`config.mk`:
```
export PLATFORM = sky130hd
export DESIGN_NAME = dcs_receiver_flat
export DESIGN_NICKNAME = d
export VERILOG_FILES = /design/src/rtl/dcs_receiver_if.sv /design/src/rtl/dcs_receiver.sv /design/src/flat_wrapper.sv
export SDC_FILE = /design/constraint.sdc
export NUM_CORES = 2
export LEC_CHECK = 0
export ABC_AREA = 1
export BUFFER_PORTS_ARGS = -buffer_cell sky130_fd_sc_hd__buf_4
export CORE_MARGIN = 2
export CORE_UTILIZATION = 28
export DETAILED_ROUTE_END_ITERATION = 10
export GPL_TIMING_DRIVEN = 0
export HOLD_SLACK_MARGIN = 0.1
export PLACE_DENSITY_LB_ADDON = 0.3
export SLEW_MARGIN = 20
export SYNTH_ARGS = -nofsm -noshare
export SYNTH_HDL_FRONTEND = slang
export SYNTH_SLANG_ARGS = --single-unit
```
`constraint.sdc`:
```
create_clock -name clk -period 5.6 [get_ports clk]
set_input_delay 1.12 -clock clk [delete_from_list [all_inputs] [get_ports clk]]
set_output_delay 1.12 -clock clk [all_outputs]
set_load 0.02 [all_outputs]
```
`src/rtl/dcs_receiver_if.sv`:
```
// Symbol-stream and result bundle between a DCS coded-symbol source and the receiver.
// The master drives start/symbols; the slave (receiver) returns handshake, status and results.
interface dcs_receiver_if #(
    parameter int INFO_BITS = 32
);
    logic                 start;
    logic                 sym_valid;
    logic [1:0]           sym_in;
    logic                 sym_ready;
    logic                 busy;
    logic                 done;
    logic [INFO_BITS-1:0] data_out;
    logic [15:0]          crc_rx;
    logic                 crc_ok;

    modport master (
        output start, sym_valid, sym_in,
        input  sym_ready, busy, done, data_out, crc_rx, crc_ok
    );

    modport slave (
        input  start, sym_valid, sym_in,
        output sym_ready, busy, done, data_out, crc_rx, crc_ok
    );
endinterface

```
`src/rtl/dcs_receiver.sv`:
```
// DCS receiver: hard-decision Viterbi decoder for the rate-1/2 K=5 (G0=11111, G1=11011) zero-tail code,
// followed by a serial CRC-16 (0x8005, init 0xFFFF) check of the decoded payload.
module dcs_receiver #(
    parameter int INFO_BITS = 32,
    parameter int TAIL_BITS = 4,
    parameter int PM_W      = 8
) (
    input  logic          clk,
    input  logic          reset,
    dcs_receiver_if.slave bus
);
    localparam int CRC_W   = 16;
    localparam int FRAME_W = INFO_BITS + CRC_W;
    localparam int N_PAIRS = FRAME_W + TAIL_BITS;
    localparam int CNT_W   = $clog2(N_PAIRS);
    localparam int N_ST    = 16;

    typedef enum logic [2:0] {S_IDLE, S_ACS, S_TRACE, S_CRC, S_DONE} state_t;

    state_t             r_state;
    logic [CNT_W-1:0]   r_cnt;
    logic [3:0]         r_tb;
    logic [FRAME_W-1:0] r_frame;
    logic [CRC_W-1:0]   r_crc;
    logic [PM_W-1:0]    r_pm  [N_ST];
    logic [N_ST-1:0]    r_dec [N_PAIRS];

    logic               w_accept;
    logic [PM_W:0]      w_sel     [N_ST];
    logic [PM_W-1:0]    w_pm_next [N_ST];
    logic [N_ST-1:0]    w_dec;
    logic [CNT_W-1:0]   w_crc_idx;
    logic               w_crc_bit;
    logic               w_crc_fb;
    logic [CRC_W-1:0]   w_crc_next;

    function automatic logic [1:0] branch_metric(input logic [3:0] p, input logic u, input logic [1:0] sym);
        logic c0, c1;
        c0 = u ^ p[3] ^ p[2] ^ p[1] ^ p[0];
        c1 = u ^ p[3] ^ p[1] ^ p[0];
        return {1'b0, sym[1] ^ c1} + {1'b0, sym[0] ^ c0};
    endfunction

    // Returns {decision, survivor metric}; on a tie the x=0 predecessor wins.
    function automatic logic [PM_W:0] acs_select(input logic [3:0] n, input logic [PM_W-1:0] pm0,
                                                 input logic [PM_W-1:0] pm1, input logic [1:0] sym);
        logic [PM_W-1:0] m0, m1;
        m0 = pm0 + PM_W'(branch_metric({n[2:0], 1'b0}, n[3], sym));
        m1 = pm1 + PM_W'(branch_metric({n[2:0], 1'b1}, n[3], sym));
        return (m1 < m0) ? {1'b1, m1} : {1'b0, m0};
    endfunction

    assign w_accept = (r_state == S_ACS) && bus.sym_valid && bus.sym_ready;

    // NOTE: every always_comb output is fully assigned on each pass (here by complete loops), so no latch is inferred.
    always_comb begin
        for (int n = 0; n < N_ST; n++) begin
            w_sel[n]     = acs_select(4'(n), r_pm[4'(2 * n)], r_pm[4'(2 * n + 1)], bus.sym_in);
            w_dec[n]     = w_sel[n][PM_W];
            w_pm_next[n] = w_sel[n][PM_W-1:0];
        end
    end

    // Payload occupies r_frame[FRAME_W-1:CRC_W]; the CRC walks it MSB first as r_cnt counts down.
    assign w_crc_idx  = r_cnt + CNT_W'(CRC_W);
    assign w_crc_bit  = r_frame[w_crc_idx];
    assign w_crc_fb   = w_crc_bit ^ r_crc[CRC_W-1];
    assign w_crc_next = {r_crc[CRC_W-2:0], w_crc_fb} ^ (w_crc_fb ? 16'h8004 : 16'h0000);

    // NOTE: metrics and decision rows have no reset; start re-initialises the metrics and each row is written before trace reads it.
    always_ff @(posedge clk) begin
        if (bus.start) begin
            for (int s = 0; s < N_ST; s++) begin
                r_pm[s] <= (s == 0) ? '0 : PM_W'(8'h40);
            end
        end else if (w_accept) begin
            for (int s = 0; s < N_ST; s++) begin
                r_pm[s] <= w_pm_next[s];
            end
            r_dec[r_cnt] <= w_dec;
        end
    end

    // NOTE: sequential state uses non-blocking assignments so every register samples pre-edge values.
    always_ff @(posedge clk or posedge reset) begin
        if (reset) begin
            r_state       <= S_IDLE;
            r_cnt         <= '0;
            r_tb          <= '0;
            r_frame       <= '0;
            r_crc         <= '0;
            bus.sym_ready <= 1'b0;
            bus.busy      <= 1'b0;
            bus.done      <= 1'b0;
            bus.data_out  <= '0;
            bus.crc_rx    <= '0;
            bus.crc_ok    <= 1'b0;
        end else begin
            bus.done <= 1'b0;
            if (bus.start) begin
                r_state       <= S_ACS;
                r_cnt         <= '0;
                bus.sym_ready <= 1'b1;
                bus.busy      <= 1'b1;
            end else begin
                case (r_state)
                    S_ACS: begin
                        if (w_accept) begin
                            if (r_cnt == CNT_W'(N_PAIRS - 1)) begin
                                r_state       <= S_TRACE;
                                r_tb          <= '0;
                                bus.sym_ready <= 1'b0;
                            end else begin
                                r_cnt <= r_cnt + 1'b1;
                            end
                        end
                    end
                    S_TRACE: begin
                        // Tail bits enter first and are shifted out the bottom before the frame completes.
                        r_frame <= {r_tb[3], r_frame[FRAME_W-1:1]};
                        r_tb    <= {r_tb[2:0], r_dec[r_cnt][r_tb]};
                        if (r_cnt == '0) begin
                            r_state <= S_CRC;
                            r_cnt   <= CNT_W'(INFO_BITS - 1);
                            r_crc   <= '1;
                        end else begin
                            r_cnt <= r_cnt - 1'b1;
                        end
                    end
                    S_CRC: begin
                        r_crc <= w_crc_next;
                        if (r_cnt == '0) begin
                            r_state      <= S_DONE;
                            bus.done     <= 1'b1;
                            bus.busy     <= 1'b0;
                            bus.data_out <= r_frame[FRAME_W-1:CRC_W];
                            bus.crc_rx   <= r_frame[CRC_W-1:0];
                            bus.crc_ok   <= (w_crc_next == r_frame[CRC_W-1:0]);
                        end else begin
                            r_cnt <= r_cnt - 1'b1;
                        end
                    end
                    S_DONE:  r_state <= S_IDLE;
                    default: r_state <= S_IDLE;
                endcase
            end
        end
    end
endmodule

```
`src/flat_wrapper.sv`:
```
// flat-port wrapper written by rule: the top's interface ports become plain ports
module dcs_receiver_flat 
#(
    parameter int INFO_BITS = 32,
    parameter int TAIL_BITS = 4,
    parameter int PM_W      = 8
)
  (clk, reset, bus_start, bus_sym_valid, bus_sym_in, bus_sym_ready, bus_busy, bus_done, bus_data_out, bus_crc_rx, bus_crc_ok);
  dcs_receiver_if #(.INFO_BITS(INFO_BITS)) bus_i ();
  input  logic clk;
  input  logic reset;
  input wire logic [$bits(bus_i.start)-1:0] bus_start;
  input wire logic [$bits(bus_i.sym_valid)-1:0] bus_sym_valid;
  input wire logic [$bits(bus_i.sym_in)-1:0] bus_sym_in;
  output wire logic [$bits(bus_i.sym_ready)-1:0] bus_sym_ready;
  output wire logic [$bits(bus_i.busy)-1:0] bus_busy;
  output wire logic [$bits(bus_i.done)-1:0] bus_done;
  output wire logic [$bits(bus_i.data_out)-1:0] bus_data_out;
  output wire logic [$bits(bus_i.crc_rx)-1:0] bus_crc_rx;
  output wire logic [$bits(bus_i.crc_ok)-1:0] bus_crc_ok;
  assign bus_i.start = bus_start;
  assign bus_i.sym_valid = bus_sym_valid;
  assign bus_i.sym_in = bus_sym_in;
  assign bus_sym_ready = bus_i.sym_ready;
  assign bus_busy = bus_i.busy;
  assign bus_done = bus_i.done;
  assign bus_data_out = bus_i.data_out;
  assign bus_crc_rx = bus_i.crc_rx;
  assign bus_crc_ok = bus_i.crc_ok;
  dcs_receiver #(.INFO_BITS(INFO_BITS), .TAIL_BITS(TAIL_BITS), .PM_W(PM_W)) u_core (.clk(clk), .reset(reset), .bus(bus_i));
endmodule
```
After elaboration in Yosys (flattened, before gate mapping)
Memories as Yosys holds them, arrays and structs flattened.
Index checks and enable logic that the tools add are counted.
- bits in registers: 129
- RAM bits: 960
- input bits: 6
- output and inout bits: 52
- logic and storage cells: 193
- memories: 2
- memory list (name ; words ; bits a word ; read ports ; clocked after memory_dff ; wr ports ; RTL line ; source):
    u_core.r_dec ; 52 ; 16 ; 1 ; 0 ; 1 ; dcs_receiver.sv:26 ; logic [N_ST-1:0] r_dec [N_PAIRS];
    u_core.r_pm ; 16 ; 8 ; 16 ; 0 ; 16 ; dcs_receiver.sv:25 ; logic [PM_W-1:0] r_pm [N_ST];
- add/sub/neg operators: 39
- $lt $le $gt $ge: 18
- equal/unequal tests: 14
- muxes and demuxes: 69
- bitwise logic cells: 21
- reduce and logical (&&, ||, !) cells: 19
- operator list (cell ; count):
    adder 8 x 2 -> 8 bit ; 32
    2-to-1 mux 9 bit ; 16
    < comparator 8 bit ; 16
    2-to-1 mux 8 bit ; 16
    2-to-1 mux 16 bit ; 2
    one-hot mux 16 bit (2 select lines) ; 1
    2-to-1 mux 6 bit ; 5
    one-hot mux 6 bit (3 select lines) ; 1
    2-to-1 mux 1 bit ; 17
    == test 16 bit ; 1
    bitwise OR 1 bit ; 16
    bitwise XOR 16 bit ; 1
    2-to-1 mux 3 bit ; 5
    nonzero test 2 bit ; 7
    AND reduction 4 bit ; 3
    inequality test 3 x 2 -> 1 bit (second input constant) ; 3
    inequality test 3 bit (second input constant) ; 3
    one-hot mux 3 bit (3 select lines) ; 1
    AND reduction 3 bit ; 3
    adder 1 x 1 -> 2 bit ; 4
    2-to-1 mux 4 bit ; 2
    one-hot mux 4 bit (2 select lines) ; 1
    < comparator 6 x 7 -> 1 bit (second input constant) ; 1
    adder 6 x 1 -> 6 bit (second input constant) ; 1
    other kinds (16) ; 22

Logic depth before layout (Yosys ltp)
- depth in word-level cells: 7
- depth in mapped cells: 22
- gate-level depth less buffers: 21

Least setup slack after synthesis
Ideal clock, no wire load.
- kind: in2reg
- from: in bus_start
- to: mem u_core.r_pm[0][0], enable pin
- library setup time: 1.114 ns
- arrival time: 3.843 ns
- required time: 4.486 ns
- path slack: 0.643 ns
- stages: 4
- buffers on the path: 2
- cells stage by stage: clkbuf_1 > inv_1 > clkbuf_1 > nand2_1
- RTL lines (element ; RTL line ; source):
    start, declared ; flat_wrapper.sv:12 ; input wire logic [$bits(bus_i.start)-1:0] bus_start;
    end, declared ; dcs_receiver.sv:25 ;

Final worst setup path
- from: reg u_core.r_state[0]
- to: mem u_core.r_dec[25][11], enable pin
- word-level cells in the longest chain between the ends: 6
- RTL lines (element ; RTL line ; source):
    start, declared ; dcs_receiver.sv:20 ; state_t r_state;
    start signal, assigned ; dcs_receiver.sv:87 ; r_state <= S_IDLE;
    start signal, assigned ; dcs_receiver.sv:101 ; r_state <= S_ACS;
    start signal, assigned ; dcs_receiver.sv:110 ; r_state <= S_TRACE;
    == test 3 x 1 -> 1 bit ; dcs_receiver.sv:53 ; assign w_accept = (r_state == S_ACS) && bus.sym_valid && bus.sym_ready;
    logical AND 1 bit (2 in a row) ; dcs_receiver.sv:53 ;
    2-to-1 mux 1 bit ; dcs_receiver.sv:76 ; end else if (w_accept) begin
    2-to-1 mux 1 bit ; dcs_receiver.sv:72 ; if (bus.start) begin
    2-to-1 mux 1 bit (implied by the code) ; dcs_receiver.sv:80 ; r_dec[r_cnt] <= w_dec;
    end, declared ; dcs_receiver.sv:26 ;
Every way passes these cells.

==> results.toml <==
[grt]
antenna_found_initial = 5
grt_use_total_pct = 18.6
grt_overflow = 0
grt_start_max_net_pins = 97
grt_pass1_vias = 36400
grt_pass1_wl_mm = 253

[cts]
cts-root-buf = "clkbuf_16"
clk_pin_slew_ns = 0.06
clock_latency_ns = 0.77
cts_htree_levels = 3
cts_hold_buf = 0
cts.sinks = 1089
tritoncts = "done"
cts_inserted_buffers = 117
cts_resized = 0
clk_path_buf_depth = 3
post-cts-setup-buffers = 0

[worst_setup_path]
cpMaxStageDelayCell = "nor2_2"
path_max_fanout = 10
regToRegSetupSlack_ns = 0.46
worst_ep_arrival_time_ns = 5.56
cp_num_buf_inv = 5
cp.required_ns = 6.02
critPathCaptureType = "flop"
crit_family = "simple AND/OR/NAND/NOR gates"
crit_chain = "inv_1 > nor2_1 > inv_1 > nor2_1 > inv_1 > nor2_1 > nand2_1 > nor2_2 > clkbuf_1 > nand2_1 > nor2_2 > buf_8"
crit_path_max_incr_delay_ns = 0.87
start_kind = "flop"
path_class = "reg -> reg"

[logic_synthesis]
async_flop_share_pct = 11.8
synth_area_leaders = "edfxtp_1, o21ai_0, dfrtp_1"
synth_area_sq_um = 51300
yosysSeqAreaShare_pct = 62.4
synth_warnings = 0
synth-edff-count = 960
synth_nets = 5127
synth_area_leader_cell = "edfxtp_1"
ys_ff_latch = 1089
syn_area_per_cell_sq_um = 10.4
synthCells = 4954
ys.flop_type = "edfxtp_1"
synth_top_area_share_pct = 56.2
synthDistinctLibCells = 39

[pwr]
clock_power_share_pct = 23.0
power.share.combinational_pct = 41.1
leakage_nw = 22.3
internal_power_mw = 18.9
seqPwrFrac_pct = 35.9
ir_worst_vdd_uv = 447
p_per_area_nw_per_um2 = 559
sw_frac_of_total_pct = 43.1
switchingPower_mw = 14.3

[route]
drtAntennaViolNets = 0
avgViaCountPerCell = 4.98
via_count = 38100
dr.pass1.iters = 6
finalWirelength_mm = 177
drc = 0
wire_per_inst_microns = 23.1
first_iter_violations = 4472

[sta]
finalSetupViolCount = 0
period_share_pct = 91.8
rsz0062_at_grt = "no"
max_slew.worst_pin.slew_ns = 1.27
slew-limit-headroom_pct = 15.5
fin_hold_ws_ns = 0.306
fin_crit_ns = 5.14
skew_ns = 0.0633
slew_violations = 0
max_freq_ghz = 0.195
finalHoldViolations = 0

[placement]
hpwl_mm = 123
routabilityCongestion = 0.989
port_buffers = 56

[die]
fp.dieW_microns = 432
num_io_pins = 58
die_h_microns = 432
core_area_sq_um = 183000
start_util_pct = 28.1
die-area_sq_um = 187000
rows = 157

[outcome]
status = "finished, final reports clean"

[finish]
syn2layout_area_growth_pct = 15.8
drive_above_1_share_pct = 8.49
post-route-util_pct = 32.5
fin_nets = 5333

[hold_path]
hp-class = "in -> async"

[flow_run]
drv_cap = 0
## logic make-up (layout without fill, tap and decap cells)
family,Yosys count,count (layout),synth area share (%)
xor+xnor,206,206,3.51
fa+ha+maj,167,167,4.07
simple gates,1795,1795,13.9
compound gates,1033,1033,10.9
other cells,0,4,0
flops,1089,1089,62.4
buf+inv,664,966,5.10
## stage by stage
step	instances	setup TNS (ns)	setup WS (ns)	cell area, sq um	power, mW
after floorplan	4954	0	0.643	51300	19.1
after global placement	7395	-1406.05	-2.90	54700	25.0
after detailed placement	7426	-3.24	-0.277	55700	25.4
after CTS	7641	0	0.544	59400	33.1
after global routing	7641	0	0.114	59400	34.7
final	7645	0	0.462	59400	33.2
## power by group through the flow
stage / combinational (mW) / sequential [mW] / clock [mW]
floorplan: 6.97 / 12.1 / 0
global placement: 12.7 / 12.3 / 0
detailed placement: 13.4 / 12.1 / 0
CTS: 13.4 / 11.9 / 7.71
global route: 14.7 / 12.0 / 8.02
finish: 13.7 / 11.9 / 7.62
## cell type report
cell class | instances | area [sq um]
fillers | 18500 | 123000
flip-flops and latches | 1089 | 32100
multi-input cells | 3201 | 17000
clock buffers | 160 | 3230
well taps | 2385 | 2980
inverters | 452 | 1740
repair buffers | 87 | 995
plain buffers | 212 | 922
clock inverters | 55 | 510
diodes | 4 | 10.0
## worst reg2reg max path, delay by kind of cell, from the launching register on
family,cells,cell delay [ns]
DFF,1,0.35
buffers and inverters,5,1.35
and+or+nand+nor,7,3.11
## registers in the layout, indices dropped and copies added (netlist names)
| register | count |
|---|---|
| u_core.bus.busy | 1 |
| u_core.bus.crc_ok | 1 |
| u_core.bus.crc_rx | 16 |
| u_core.bus.data_out | 32 |
| u_core.bus.done | 1 |
| u_core.bus.sym_ready | 1 |
| u_core.r_cnt | 6 |
| u_core.r_crc | 16 |
| u_core.r_dec | 832 |
| u_core.r_frame | 48 |
| u_core.r_pm | 128 |
| u_core.r_state | 3 |
| u_core.r_tb | 4 |
## layout by cell type, fill, tap and decap left out, types with 16 or more instances in the layout
cell	instances
nor2_2	21
o211ai_1	101
xor2_1	172
nand2_1	855
dfrtp_1	129
xnor2_1	34
or2_2	29
buf_4	61
clkinv_1	31
edfxtp_1	960
nor3_1	21
ha_1	167
o21ai_0	650
inv_1	428
o22ai_1	46
a21oi_1	171
a211oi_1	16
nand3_1	142
buf_2	83
nor2_1	643
nand4_1	32
clkbuf_16	119
nor2_4	39
a22oi_1	17
clkbuf_1	138
## cell usage after synthesis (all sizes together) (46+ instances only)
master,count
a21oi,171
buf,102
clkbuf,110
dfrtp,129
edfxtp,960
ha,167
inv,448
nand2,856
nand3,142
nor2,703
o211ai,101
o21ai,663
o22ai,46
xor2,172
## path summary, 6_finish.rpt
kind,start,endpoint,cells past startpoint
worst max-delay path,u_core.r_state[0],u_core.r_dec[25][11],12
worst min-delay path,reset,u_core.r_frame[25],2
worst max register to register,u_core.r_state[0],u_core.r_dec[25][11],12
worst min register to register,u_core.r_frame[40],u_core.r_frame[39],2
max in group asynchronous,reset,u_core.bus.crc_rx[15],3
min in group clk,u_core.r_frame[40],u_core.r_frame[39],2
## routing by layer
metal	routed length, microns	global-route usage [%]	vias up
li1	-	-	17400
met1	75800	25.3	18700
met4	6650	6.45	0
met3	15700	3.90	319
met2	78800	29.3	1652
met5	0	0	-
Note: power is estimated with default switching activity, not from simulation.
